--- src/rtl/seq_shift_add_mult_if.sv ---
// Purpose: bundles the start/operand/result signals of the shift-and-add multiplier.
// Ports: start, a, b (requester to multiplier); busy, done, product (multiplier to requester).
// master = ALU control side that issues requests, slave = the multiplier itself.
interface seq_shift_add_mult_if #(
  parameter int WIDTH = 8
);
  logic               start;
  logic [WIDTH-1:0]   a;
  logic [WIDTH-1:0]   b;
  logic               busy;
  logic               done;
  logic [2*WIDTH-1:0] product;

  modport master (
    output start, a, b,
    input  busy, done, product
  );

  modport slave (
    input  start, a, b,
    output busy, done, product
  );
endinterface

--- src/rtl/seq_shift_add_mult.sv ---
// Purpose: unsigned multi-cycle shift-and-add multiplier, one partial product per clock.
// Latency: start sampled at E0, product/done update at E(WIDTH), done clears at E(WIDTH+1).
// Backpressure: start is only sampled in IDLE; requests while busy are dropped, not queued.
// Ports: clk, rst_n (async active-low); bus (slave): start, a, b in; busy, done, product out.
module seq_shift_add_mult #(
  parameter int WIDTH = 8
) (
  input  logic                 clk,
  input  logic                 rst_n,
  seq_shift_add_mult_if.slave  bus
);

  localparam int CNT_W = (WIDTH > 1) ? $clog2(WIDTH) : 1;
  localparam logic [CNT_W-1:0] LAST = CNT_W'(WIDTH - 1);

  typedef enum logic [1:0] {
    IDLE = 2'd0,
    RUN  = 2'd1,
    DONE = 2'd2
  } state_t;

  state_t             state, state_nxt;
  logic [2*WIDTH-1:0] mcand, mcand_nxt;
  logic [WIDTH-1:0]   mplier, mplier_nxt;
  logic [2*WIDTH-1:0] acc, acc_nxt;
  logic [CNT_W-1:0]   cnt, cnt_nxt;
  logic [2*WIDTH-1:0] product, product_nxt;
  logic               done, done_nxt;
  logic [2*WIDTH-1:0] acc_sum;

  // State register
  always_ff @(posedge clk or negedge rst_n) begin
    if (!rst_n) begin
      state <= IDLE;
    end else begin
      state <= state_nxt;
    end
  end

  // Datapath registers
  always_ff @(posedge clk or negedge rst_n) begin
    if (!rst_n) begin
      mcand   <= '0;
      mplier  <= '0;
      acc     <= '0;
      cnt     <= '0;
      product <= '0;
      done    <= 1'b0;
    end else begin
      mcand   <= mcand_nxt;
      mplier  <= mplier_nxt;
      acc     <= acc_nxt;
      cnt     <= cnt_nxt;
      product <= product_nxt;
      done    <= done_nxt;
    end
  end

  // Accumulator including this cycle's partial product; also feeds product
  // on the last RUN cycle so the final add is not lost.
  assign acc_sum = acc + (mplier[0] ? mcand : '0);

  always_comb begin
    state_nxt   = state;
    mcand_nxt   = mcand;
    mplier_nxt  = mplier;
    acc_nxt     = acc;
    cnt_nxt     = cnt;
    product_nxt = product;
    done_nxt    = 1'b0;

    case (state)
      IDLE: begin
        if (bus.start) begin
          mcand_nxt  = {{WIDTH{1'b0}}, bus.a};
          mplier_nxt = bus.b;
          acc_nxt    = '0;
          cnt_nxt    = '0;
          state_nxt  = RUN;
        end
      end
      RUN: begin
        acc_nxt    = acc_sum;
        mcand_nxt  = mcand << 1;
        mplier_nxt = mplier >> 1;
        cnt_nxt    = cnt + 1'b1;
        if (cnt == LAST) begin
          product_nxt = acc_sum;
          done_nxt    = 1'b1;
          state_nxt   = DONE;
        end
      end
      DONE: begin
        state_nxt = IDLE;
      end
      default: begin
        state_nxt = IDLE;
      end
    endcase
  end

  assign bus.busy    = (state != IDLE);
  assign bus.done    = done;
  assign bus.product = product;

endmodule
--- src/flat_wrapper.sv ---
// flat-port wrapper written by rule: the top's interface ports become plain ports
module seq_shift_add_mult_flat 
#(
  parameter int WIDTH = 8
)
  (clk, rst_n, bus_start, bus_a, bus_b, bus_busy, bus_done, bus_product);
  seq_shift_add_mult_if #(.WIDTH(WIDTH)) bus_i ();
  input  logic clk;
  input  logic rst_n;
  input wire logic [$bits(bus_i.start)-1:0] bus_start;
  input wire logic [$bits(bus_i.a)-1:0] bus_a;
  input wire logic [$bits(bus_i.b)-1:0] bus_b;
  output wire logic [$bits(bus_i.busy)-1:0] bus_busy;
  output wire logic [$bits(bus_i.done)-1:0] bus_done;
  output wire logic [$bits(bus_i.product)-1:0] bus_product;
  assign bus_i.start = bus_start;
  assign bus_i.a = bus_a;
  assign bus_i.b = bus_b;
  assign bus_busy = bus_i.busy;
  assign bus_done = bus_i.done;
  assign bus_product = bus_i.product;
  seq_shift_add_mult #(.WIDTH(WIDTH)) u_core (.clk(clk), .rst_n(rst_n), .bus(bus_i));
endmodule
--- config.mk ---
export PLATFORM = sky130hd
export DESIGN_NAME = seq_shift_add_mult_flat
export DESIGN_NICKNAME = d
export VERILOG_FILES = /design/src/rtl/seq_shift_add_mult_if.sv /design/src/rtl/seq_shift_add_mult.sv /design/src/flat_wrapper.sv
export SDC_FILE = /design/constraint.sdc
export NUM_CORES = 1
export LEC_CHECK = 0
export ABC_AREA = 1
export CORE_ASPECT_RATIO = 0.75
export CORE_MARGIN = 8
export CORE_UTILIZATION = 45
export DETAILED_ROUTE_END_ITERATION = 10
export PLACE_DENSITY_LB_ADDON = 0.25
export SETUP_SLACK_MARGIN = 0.15
export SYNTH_ARGS = -nofsm -noshare
export SYNTH_HDL_FRONTEND = slang
export SYNTH_SLANG_ARGS = --single-unit
--- constraint.sdc ---
create_clock -name clk -period 2.3 [get_ports clk]
set_input_delay 0.46 -clock clk [delete_from_list [all_inputs] [get_ports clk]]
set_output_delay 0.46 -clock clk [all_outputs]
set_load 0.01 [all_outputs]
---- Word-level counts from Yosys, hierarchy flattened ----
Index checks and enable logic that the tools add are counted.
operators by class
  add/sub/neg operators ................... 2
  equal/unequal tests ..................... 4
  mux-type cells .......................... 14
  reductions and logical operators ........ 6
operator list
  operator             number
  $pmux 16 s2          2
  $mux 16              3
  $add 16x16->16       1
  $pmux 8 s2           1
  $mux 8               1
  $pmux 3 s2           1
  $reduce_and 2->1     3
  $mux 2               2
  $pmux 2 s2           1
  $reduce_bool 2->1    2
  $add 3x1->3 const B  1
  $eq 3x3->1 const B   1
  $mux 3               1
  $eq 2x1->1 const B   1
  $logic_not 2->1      1
  $mux 1               2
  $ne 2x1->1 const B   1
  $ne 2x2->1 const B   1
word-level totals
  bits in registers ....................... 62
  logic and storage cells ................. 33

---- Logic depth before layout (Yosys ltp) ----
  word-level depth ........................ 3
  mapped depth ............................ 15

---- Worst setup path before layout ----
Ideal clock, no wire load.
  kind .................................... reg2reg
  start ................................... register u_core.mplier[0]
  end ..................................... register u_core.acc[6]
  setup time .............................. 0.117 ns
  data arrival time ....................... 1.959 ns
  data required time ...................... 2.183 ns
  path slack .............................. 0.224 ns
  stages on the path, launching flop included .. 14
  buffers on the path ..................... 2
  period minus slack after synthesis ...... 2.076 ns
  cell sequence ........................... dfrtp_1 > buf_2 > clkbuf_1 > nand2_1 > inv_1 > ha_1 > fa_1 > nand2_1 > nand2_1 > nand3b_1 > nand2_1 > or2_1 > nand3_1 > nand2_1
on the way
  word-level cells in the longest chain between the ends .. 3
ends and longest elaborated chain
  item                    line                      source
  from (decl)             seq_shift_add_mult.sv:24  logic [WIDTH-1:0] mplier, mplier_nxt;
  from (signal assigned)  seq_shift_add_mult.sv:51  mplier <= mplier_nxt;
  $mux 16                 seq_shift_add_mult.sv:61  assign acc_sum = acc + (mplier[0] ? mcand : '0);
  $add 16x16->16          seq_shift_add_mult.sv:61
  $pmux 16 s2             seq_shift_add_mult.sv:72  case (state)
  to (signal assigned)    seq_shift_add_mult.sv:52  acc <= acc_nxt;
  to (decl)               seq_shift_add_mult.sv:25  logic [2*WIDTH-1:0] acc, acc_nxt;
Every way passes these cells.
A chain may end at the register's enable or synchronous reset.

---- Worst setup path in the final report ----
  start ................................... register u_core.mcand[0]
  end ..................................... register u_core.acc[14]
on the way
  word-level cells in the longest chain between the ends .. 3
ends and longest elaborated chain
  item                    line                      source
  from (decl)             seq_shift_add_mult.sv:23  logic [2*WIDTH-1:0] mcand, mcand_nxt;
  from (signal assigned)  seq_shift_add_mult.sv:50  mcand <= mcand_nxt;
  $mux 16                 seq_shift_add_mult.sv:61
  $add 16x16->16          seq_shift_add_mult.sv:61
  $pmux 16 s2             seq_shift_add_mult.sv:72
Every way passes these cells.

==> summary.md <==
| Metric | Value |
|---|---|
| Status | `completed` |
| Port bufs | `36` |
| Final Hold Viols | `0` |
| Clk_lat worst skew | `around 0.35 ns` |
| Initial antenna violation count | `0` |
| Footprint of the multi-input gates | `~1600 µm²` |
| Clock sinks | `62` |
| Die Ht | `~92 µm` |
| CP Capture Type | `register` |
| Maximum vdd ir drop | `~730 µV` |
| Netlist Area Pre-Place | `between 3000 and 4000 µm²` |
| Relative slew slack | `0.684` |
| Routed wire length per instance | `roughly 13 µm` |
| Drt first pass iters | `4` |
| Register area | `1550 µm²` |
| Die area | `between 10000 and 15000 µm²` |
| Leading cell type in the layout, fill and taps excluded | `nand2_1` |
| Final worst-path cycle share | `0.874` |
| Combinational family with the most area after synthesis | `simple AND/OR/NAND/NOR gates` |
| Synth top area cells | `dfrtp_1 (45%), nand2_1 (17%), inv_1 (7.1%)` |
| R2R setup slack | `around 0.29 ns` |
| DRT Wirelength | `around 7.9 mm` |
| Largest net degree at the start of global routing | `63` |
| Crit Path Class | `register to register` |
| XOR/XNOR Fraction of Synth Area | `0.0127` |
| Most frequent cells in the layout | `nand2_1 (159), inv_1 (65), dfrtp_1 (62)` |
| Cell taking the most area after synthesis | `dfrtp_1` |
| DRC Markers | `0` |
| Req. time, crit path | `between 2 and 3 ns` |
| Syn_nets | `496` |
| Worst setup SP type | `register` |
| Total Routing Usage GR | `0.162` |
| Core Region | `roughly 7400 µm²` |
| Number of global-route vias before repair | `2889` |
| GP Congestion | `0.912` |
| Fmax | `498 MHz` |
| Post-Place Cells | `587` |
| Clk_skew | `roughly 0.011 ns` |
| Mux cell area share after synthesis | `0` |
| HP Class | `primary input to async pin` |
| Layout cells sized above 1 | `0.0777` |
| Cells after Synth | `459` |
| H-tree lvl count | `3` |
| Detailed Place HPWL | `5.78 mm` |
| Crit-path max FO | `4` |
| Synth cell types | `29` |
| DIE WIDTH | `around 120 µm` |
| CTS tree | `built` |
| Area Growth Syn to Fin | `19.6%` |
| P_leak | `about 0.0022 µW` |
| Inserted Diodes | `0` |
| Slew Viols, Final | `0` |
| Worst slew pin tran | `between 0.4 and 0.5 ns` |
| Row cnt | `27` |
| Simple-Gate Fraction of Synth Area | `0.272` |
| Post-CTS Resized | `0` |
| Top Ports | `37` |
| Post-layout minimum cycle time | `2.01 ns` |
| Max-cap violations | `0` |
| CTS hold repair buffers | `0` |
| Synth Warn # | `0` |
| Reg clk slew, reported paths | `approximately 0.070 ns` |
| Final ANT Viol Nets | `0` |
| Synth Area in Adders | `0.0673` |
| Count of final setup violators | `0` |
| Critical path arrival | `about 2.2 ns` |
| NumNets Final | `approximately 530` |
| CTS Buf Count | `9` |
| Initial Util | `0.468` |
| First-pass GRT wire length | `13.8 mm` |
| Synth top area share | `0.448` |
| Fillcell total | `around 690` |
| Non-Filler Instances | `between 600 and 700` |
| Flops & latches, synth | `62` |
| Root Driver | `clkbuf_8` |
| Postcts setup bufs | `0` |
| Via count | `about 2900` |
| GRT overflow | `0` |
| Power density over cell area | `between 1000 and 1500 nW/µm²` |
| TNS Setup | `0 ns` |
| Routed vias/inst | `between 4 and 5` |
| Drt initial violations | `133` |
| Post-synthesis compound-gate area fraction | `0.0991` |
| Clock Path Buffers | `2` |
| Post-synthesis sequential area ratio | `0.448` |
| Avg Inst Size Synth | `7.54 µm²` |
| RSZ-0062 raised after global routing | `no` |
[metal layers]
layer  GRT usage  part of all wire
met4      0.0616             0.018
met1       0.223              0.51
met3      0.0504             0.055
met5           0                 0
met2       0.231              0.41
[synth_stat cells, drive strengths merged]
library cell	n
ha	17
buf	13
clkbuf	2
o221ai	1
a32o	2
nand4	1
a21oi	13
nor3	3
nand3b	4
a22o	2
inv	71
or2	5
nor2	21
xnor2	1
xor2	4
fa	1
and2	1
nand3	27
o21ai	35
o22ai	9
nand2	164
dfrtp	62
[registers in the layout, indices dropped and copies added (netlist names)]
signal              cells
u_core.mcand           16
u_core.cnt              3
u_core.bus.done         1
u_core.acc             16
u_core.state            2
u_core.mplier           8
u_core.bus.product     16
[kinds of logic (layout without fill, tap and decap cells)]
family / after synthesis / in the layout
buf+inv: 86 / 129
simple gates: 226 / 226
flops: 62 / 62
xor+xnor: 5 / 5
fa+ha+maj: 18 / 18
compound gates: 62 / 62
[through the flow]
| stage | total power, µW | util | hold WS, ns | instance area, µm² | worst slack [ns] |
|---|---|---|---|---|---|
| 2_1_floorplan | 3960 | - | 0.164 | 3460 | 0.224 |
| 3_3_place_gp | 4800 | 0.531 | 0.461 | 3930 | 0.359 |
| 3_5_place_dp | 4880 | 0.531 | 0.465 | 3930 | 0.303 |
| 4_1_cts | 5800 | 0.556 | 0.113 | 4120 | 0.285 |
| 5_1_grt | 6370 | 0.559 | 0.122 | 4140 | 0.160 |
| 6_report | 5790 | 0.559 | 0.109 | 4140 | 0.291 |
[final cells by class]
class	instances	share of cell area
clock inverter	3	0.00423
clock buffer	13	0.0408
sequential	62	0.375
multi-input combinational	311	0.382
inverter	71	0.0644
timing repair buffer	42	0.103
tap	101	0.0306
[report_power, final]
group,switching (µW),leakage (µW),internal (µW)
combinational,1740,0.00137,1240
clock,426,0.0000954,476
sequential,310,0.000776,1600
total,2470,0.00224,3310
[final timing paths]
check,from,endpoint,cells past startpoint
setup / recovery,u_core.mcand[0],u_core.acc[14],12
hold / removal,rst_n,u_core.bus.product[2],2
setup reg to reg,u_core.mcand[0],u_core.acc[14],12
hold reg to reg,u_core.bus.product[5],u_core.bus.product[5],2
max in group asynchronous,rst_n,u_core.bus.product[9],2
min in group clk,u_core.bus.product[5],u_core.bus.product[5],2
[worst max-delay path, stage by stage, from the launching register on]
cell	delay (ns)
dfrtp_1	0.41
nand2_1	0.09
inv_1	0.05
ha_1	0.20
fa_1	0.42
nand2_1	0.09
nand2_1	0.07
nand3b_1	0.08
nand2_1	0.10
nand2_1	0.12
nand3_1	0.10
nand3_1	0.10
nand2_1	0.05
(Power assumes the default switching activity.)
